`config.mk`:
```
export PLATFORM = sky130hd
export DESIGN_NAME = seg7_multi_display
export DESIGN_NICKNAME = d
export VERILOG_FILES = /design/src/rtl/seg7_pkg.sv /design/src/rtl/seg7_digit.sv /design/src/rtl/seg7_multi_display.sv
export SDC_FILE = /design/constraint.sdc
export NUM_CORES = 1
export LEC_CHECK = 0
export ABC_AREA = 0
export BUFFER_PORTS_ARGS = -buffer_cell sky130_fd_sc_hd__buf_2
export CAP_MARGIN = 20
export CORE_MARGIN = 2
export CORE_UTILIZATION = 58
export CTS_CLUSTER_SIZE = 28
export DETAILED_ROUTE_END_ITERATION = 8
export PLACE_DENSITY_LB_ADDON = 0.25
export SYNTH_ARGS = -nofsm -noshare
export SYNTH_HDL_FRONTEND = slang
export SYNTH_SLANG_ARGS = --single-unit
```
`constraint.sdc`:
```
create_clock -name Clock -period 6.8 [get_ports Clock]
set_input_delay 0.34 -clock Clock [delete_from_list [all_inputs] [get_ports Clock]]
set_output_delay 0.34 -clock Clock [all_outputs]
set_load 0.02 [all_outputs]
```
`src/rtl/seg7_pkg.sv`:
```
// Shared definitions for the multi-digit seven-segment driver:
// active-low segment codes, FSM states and BCD sizing.
package seg7_pkg;

    // Active-low segments, bit order g..a.
    localparam logic [6:0] SEG_0     = 7'b1000000;
    localparam logic [6:0] SEG_1     = 7'b1111001;
    localparam logic [6:0] SEG_2     = 7'b0100100;
    localparam logic [6:0] SEG_3     = 7'b0110000;
    localparam logic [6:0] SEG_4     = 7'b0011001;
    localparam logic [6:0] SEG_5     = 7'b0010010;
    localparam logic [6:0] SEG_6     = 7'b0000010;
    localparam logic [6:0] SEG_7     = 7'b1111000;
    localparam logic [6:0] SEG_8     = 7'b0000000;
    localparam logic [6:0] SEG_9     = 7'b0010000;
    localparam logic [6:0] SEG_A     = 7'b0001000;
    localparam logic [6:0] SEG_B     = 7'b0000011;
    localparam logic [6:0] SEG_C     = 7'b1000110;
    localparam logic [6:0] SEG_D     = 7'b0100001;
    localparam logic [6:0] SEG_E     = 7'b0000110;
    localparam logic [6:0] SEG_F     = 7'b0001110;
    localparam logic [6:0] SEG_BLANK = 7'b1111111;
    localparam logic [6:0] SEG_DASH  = 7'b0111111;

    typedef enum logic [1:0] {
        S_IDLE,
        S_CONVERT,
        S_LOAD
    } state_e;

    // ceil(w*log10(2) + 1) in fixed point; w*30103 is never an exact
    // multiple of 100000 for the supported widths, so the +99999 rounds up.
    function automatic int unsigned bcd_nibbles(input int unsigned w);
        return (w * 30103 + 99999) / 100000 + 1;
    endfunction

endpackage

```
`src/rtl/seg7_digit.sv`:
```
// Combinational 4-bit to active-low seven-segment decoder with blanking.
module seg7_digit
    import seg7_pkg::*;
(
    input  logic [3:0] digit_i,
    input  logic       blank_i,
    output logic [6:0] seg_o
);

    always_comb begin
        seg_o = SEG_BLANK;
        if (!blank_i) begin
            case (digit_i)
                4'h0: seg_o = SEG_0;
                4'h1: seg_o = SEG_1;
                4'h2: seg_o = SEG_2;
                4'h3: seg_o = SEG_3;
                4'h4: seg_o = SEG_4;
                4'h5: seg_o = SEG_5;
                4'h6: seg_o = SEG_6;
                4'h7: seg_o = SEG_7;
                4'h8: seg_o = SEG_8;
                4'h9: seg_o = SEG_9;
                4'hA: seg_o = SEG_A;
                4'hB: seg_o = SEG_B;
                4'hC: seg_o = SEG_C;
                4'hD: seg_o = SEG_D;
                4'hE: seg_o = SEG_E;
                4'hF: seg_o = SEG_F;
            endcase
        end
    end

endmodule

```
`src/rtl/seg7_multi_display.sv`:
```
// Multi-digit hex/decimal seven-segment driver with a sequential
// double-dabble converter, leading-zero blanking and overflow dashes.
module seg7_multi_display
    import seg7_pkg::*;
#(
    parameter int unsigned DATA_W = 16,
    parameter int unsigned DIGITS = 5
) (
    input  logic                  Clock,
    input  logic                  Reset,
    input  logic                  Start,
    input  logic [DATA_W-1:0]     Value,
    input  logic                  Mode,
    input  logic                  Blank_lz,
    output logic                  Busy,
    output logic                  Done,
    output logic                  Ovf,
    output logic [7*DIGITS-1:0]   HEX
);

    localparam int unsigned NIB   = bcd_nibbles(DATA_W);
    localparam int unsigned BCD_W = 4 * NIB;
    localparam int unsigned NALL  = (DIGITS > NIB) ? DIGITS : NIB;
    localparam int unsigned CNT_W = $clog2(DATA_W + 1);

    state_e              state_q, state_d;
    logic [DATA_W-1:0]   bin_q, bin_d;
    logic [BCD_W-1:0]    bcd_q, bcd_d;
    logic [CNT_W-1:0]    cnt_q, cnt_d;
    logic                mode_q, mode_d;
    logic                blank_q, blank_d;
    logic [7*DIGITS-1:0] hex_q, hex_d;
    logic                done_q, done_d;
    logic                ovf_q, ovf_d;

    logic [4*NALL-1:0]   src;
    logic [BCD_W-1:0]    bcd_adj;
    logic [DIGITS-1:0]   blank_dig;
    logic [7*DIGITS-1:0] seg;
    logic                ovf_c;

    // Digit source: raw binary nibbles in hex mode, BCD nibbles in decimal mode.
    always_comb begin
        src = '0;
        if (mode_q) src[BCD_W-1:0] = bcd_q;
        else        src[DATA_W-1:0] = bin_q;
    end

    always_comb begin
        ovf_c = 1'b0;
        for (int unsigned k = DIGITS; k < NALL; k++)
            if (src[4*k +: 4] != 4'd0) ovf_c = 1'b1;
    end

    always_comb begin
        logic seen_nz;
        seen_nz   = 1'b0;
        blank_dig = '0;
        for (int unsigned k = DIGITS - 1; k >= 1; k--) begin
            if (src[4*k +: 4] != 4'd0) seen_nz = 1'b1;
            blank_dig[k] = blank_q && !seen_nz;
        end
    end

    for (genvar k = 0; k < DIGITS; k++) begin : g_dig
        seg7_digit u_digit (
            .digit_i (src[4*k +: 4]),
            .blank_i (blank_dig[k]),
            .seg_o   (seg[7*k +: 7])
        );
    end

    always_comb begin
        bcd_adj = bcd_q;
        for (int unsigned k = 0; k < NIB; k++)
            if (bcd_q[4*k +: 4] >= 4'd5) bcd_adj[4*k +: 4] = bcd_q[4*k +: 4] + 4'd3;
    end

    always_comb begin
        state_d = state_q;
        bin_d   = bin_q;
        bcd_d   = bcd_q;
        cnt_d   = cnt_q;
        mode_d  = mode_q;
        blank_d = blank_q;
        hex_d   = hex_q;
        ovf_d   = ovf_q;
        done_d  = 1'b0;
        unique case (state_q)
            S_IDLE: begin
                if (Start) begin
                    bin_d   = Value;
                    mode_d  = Mode;
                    blank_d = Blank_lz;
                    bcd_d   = '0;
                    cnt_d   = '0;
                    state_d = Mode ? S_CONVERT : S_LOAD;
                end
            end
            S_CONVERT: begin
                {bcd_d, bin_d} = {bcd_adj, bin_q} << 1;
                cnt_d = cnt_q + 1'b1;
                if (cnt_q == CNT_W'(DATA_W - 1)) state_d = S_LOAD;
            end
            S_LOAD: begin
                hex_d   = ovf_c ? {DIGITS{SEG_DASH}} : seg;
                ovf_d   = ovf_c;
                done_d  = 1'b1;
                state_d = S_IDLE;
            end
            default: state_d = S_IDLE;
        endcase
    end

    always_ff @(posedge Clock) begin
        if (Reset) begin
            state_q <= S_IDLE;
            bin_q   <= '0;
            bcd_q   <= '0;
            cnt_q   <= '0;
            mode_q  <= 1'b0;
            blank_q <= 1'b0;
            hex_q   <= '1;
            done_q  <= 1'b0;
            ovf_q   <= 1'b0;
        end else begin
            state_q <= state_d;
            bin_q   <= bin_d;
            bcd_q   <= bcd_d;
            cnt_q   <= cnt_d;
            mode_q  <= mode_d;
            blank_q <= blank_d;
            hex_q   <= hex_d;
            done_q  <= done_d;
            ovf_q   <= ovf_d;
        end
    end

    assign Busy = (state_q != S_IDLE);
    assign Done = done_q;
    assign Ovf  = ovf_q;
    assign HEX  = hex_q;

endmodule

```
==> impl_results.md <==
* Status: completed
* Die X at 100 um
* Peak Freq at 344 MHz
* Initial DRC Count at 355
* Fin Setup TNS at 0 ns
* Final Max Tran Viols at 0
* Syn Inst Count at 686
* Post-cts resize count at 0
* Slew HR at 0.327
* Top Ports at 59
* Routed wl met2 at 5910 um
* Overall routed net length at 13000 um
* Hold Vio Cnt, Final at 0
* Wire length per cell at 15.8 um
* PD cells at 195 nW/um^2
* Fin nets at 776
* Detailed placement HPWL at 9310 um
* Synth area leader: dfxtp_1
* Ys flop type: dfxtp_1
* Cell breakdown of the critical path: buf_4 > mux2i_1 > ha_1 > and4_1 > o211a_1 > and4bb_2 > nand2b_4 > o32a_1
* Worst path max stage delay at 0.60 ns
* Hold-fix buffers, CTS at 0
* Commonest cells in the netlist: nor2_1 (96), dfxtp_1 (86), a21oi_1 (62), nand2_1 (49), ha_1 (44)
* Setup bufs post-CTS at 0
* CP Data Required Time at 7.10 ns
* Root Buffer: clkbuf_8
* TritonCTS Sinks at 86
* Met1 wire length at 6120 um
* Largest net degree at the start of global routing at 66
* Buffers added on ports at 58
* Avg Synthesized Cell Area at 7.81 um^2
* Max cap viols at 0
* Clock latency on the worst-skew pair at 0.36 ns
* Placement Cell Area at 5620 um^2
* ANT nets after route at 0
* Max Used Layer: met4
* Synth cell types at 63
* Vias per cell at 6.00
* Top-count cell post-synth: nor2_1
* Post-layout minimum cycle time at 2.91 ns
* # diodes at 0
* Yosys top cell area share at 0.321
* Post-Layout Inst Area at 5800 um^2
* CTS Buf Count at 9
* WS Path Type: reg -> reg
* Leakage at 2.29 nW
* CTS tree: done
* DR vias at 4963
* Pin slew with the least headroom to its limit at 0.981 ns
* Post-synth EDFFs at 0
* Largest delay contributor family on the critical path: simple AND/OR/NAND/NOR gates
* YS warnings at 0
* CP bufs+invs at 1
* Critical Path AT at 3.21 ns
* Total grt overflow at 0
* Share of cells above drive strength 1 at 0.133
* H-Tree Level Count at 3
* Asr flop ratio synth at 0
* Area delta synth->final at 8.29%
* Rows at 35
* RSZ-0062 raised after global routing: no
* Die area at 10000 um^2
* Syn nets at 751
* Crit-path max FO at 65
* Initial antenna violation count at 0
* Ranking of synthesized cells by area: dfxtp_1 (32%), ha_1 (10%), nor2_1 (6.7%), a21oi_1 (5.8%), o21ai_0 (3.8%)
* Crit path max-delay cell type: mux2i_1
* Hold Path Class: in -> reg
* Yosys reg bits at 86
* Number of remaining DRC errors at 0
* First-pass GRT wire length at 21700 um
* Routed length on met3 at 787 um
* Die height at 100 um
* Post-Syn Area at 5360 um^2
* Final Wtd Congestion at 0.940
* Reg clk slew, reported paths at 0.08 ns
* Fillers at 832
* Setup crit end kind: flip-flop
* Crit share post-route at 0.428
* CP Launch Type: flip-flop
* Maximum buffer depth of the clock tree at 2
* Register area share after synthesis at 0.321
* DRT Pass-1 Iters at 5
* Clock skew at 0.0143 ns
* # setup viols final at 0
* Initial core utilization at 0.588
* VDD IR max at 113 uV
* GR Util All Layers at 0.267
* Core area at 9110 um^2
* Vias in the first global route at 4477
-- cell usage in the layout, fill, tap and decap left out, drive strengths merged, types with 4 or more instances in the layout --
master / count
o21ai: 42
clkbuf: 11
ha: 44
and2: 7
a211oi: 6
o32a: 5
nor4: 13
nand2: 49
nand3: 27
mux2i: 20
clkinv: 4
nor2: 96
o22ai: 8
buf: 65
xor2: 6
a31oi: 12
dfxtp: 86
mux2: 6
o21a: 4
xnor2: 8
o22a: 14
nor3: 18
nand2b: 19
inv: 34
a21oi: 62
-- power by group --
| group | switching (mW) | total (mW) | internal (mW) |
|---|---|---|---|
| Clock | 0.186 | 0.329 | 0.143 |
| Combinational | 0.159 | 0.249 | 0.0902 |
| Sequential | 0.0246 | 0.552 | 0.528 |
-- sequential cells by signal, indices dropped and copies added, names as in the netlist --
signal / count
mode_q: 1
bcd_q: 24
Done: 1
blank_q: 1
state_q: 2
cnt_q: 5
Ovf: 1
bin_q: 16
HEX: 35
-- logic make-up after synthesis --
family | synth area share
multiplexers | 0.0549
flip-flops | 0.321
adder cells (fa/ha/maj) | 0.103
AND/OR/NAND/NOR | 0.211
XOR/XNOR | 0.0229
AO/OA/AOI/OAI | 0.223
buffers and inverters | 0.0640
-- cell type report --
class                           instances  area [um^2]  area share
Inverter                               34          128      0.0220
Clock inverter                          5         35.0     0.00604
Clock buffer                           11          141      0.0244
Tap cell                              111          139      0.0239
Multi-Input combinational cell        515         3300       0.568
Timing Repair Buffer                   65          343      0.0591
Sequential cell                        86         1720       0.297
-- routing by layer --
layer | GRT usage | vias to the layer above
li1 | - | 2458
met5 | 0 | -
met1 | 0.390 | 2306
met4 | 0.0938 | 0
met2 | 0.406 | 180
met3 | 0.0327 | 19
-- through the flow --
stage                     total power [mW]   util  hold slack, ns  cells  setup slack [ns]
after floorplan                      0.743      -           0.441    686              4.05
after global placement               0.799  0.617           0.436    810              4.08
final                                 1.13  0.637           0.220    827              3.89
after detailed placement             0.808  0.617           0.446    810              3.95
after CTS                             1.13  0.636           0.215    826              3.93
after global routing                  1.19  0.637           0.221    827              3.64
-- worst paths after layout --
kind	from	endpoint	slack [ns]	cells after the start
max	mode_q	HEX[8]	3.89	8
min	Value[0]	bin_q[0]	0.22	3
max reg2reg	mode_q	HEX[8]	3.89	8
min reg2reg	Ovf	Ovf	0.46	2
-- tightest hold or removal path: cells and delay by family --
| kind | cells | cell delay, ns |
|---|---|---|
| AOI/OAI and AO/OA | 1 | 0.05 |
| and+or+nand+nor | 1 | 0.05 |
| buffers and inverters | 1 | 0.10 |
(Power assumes the default switching activity.)
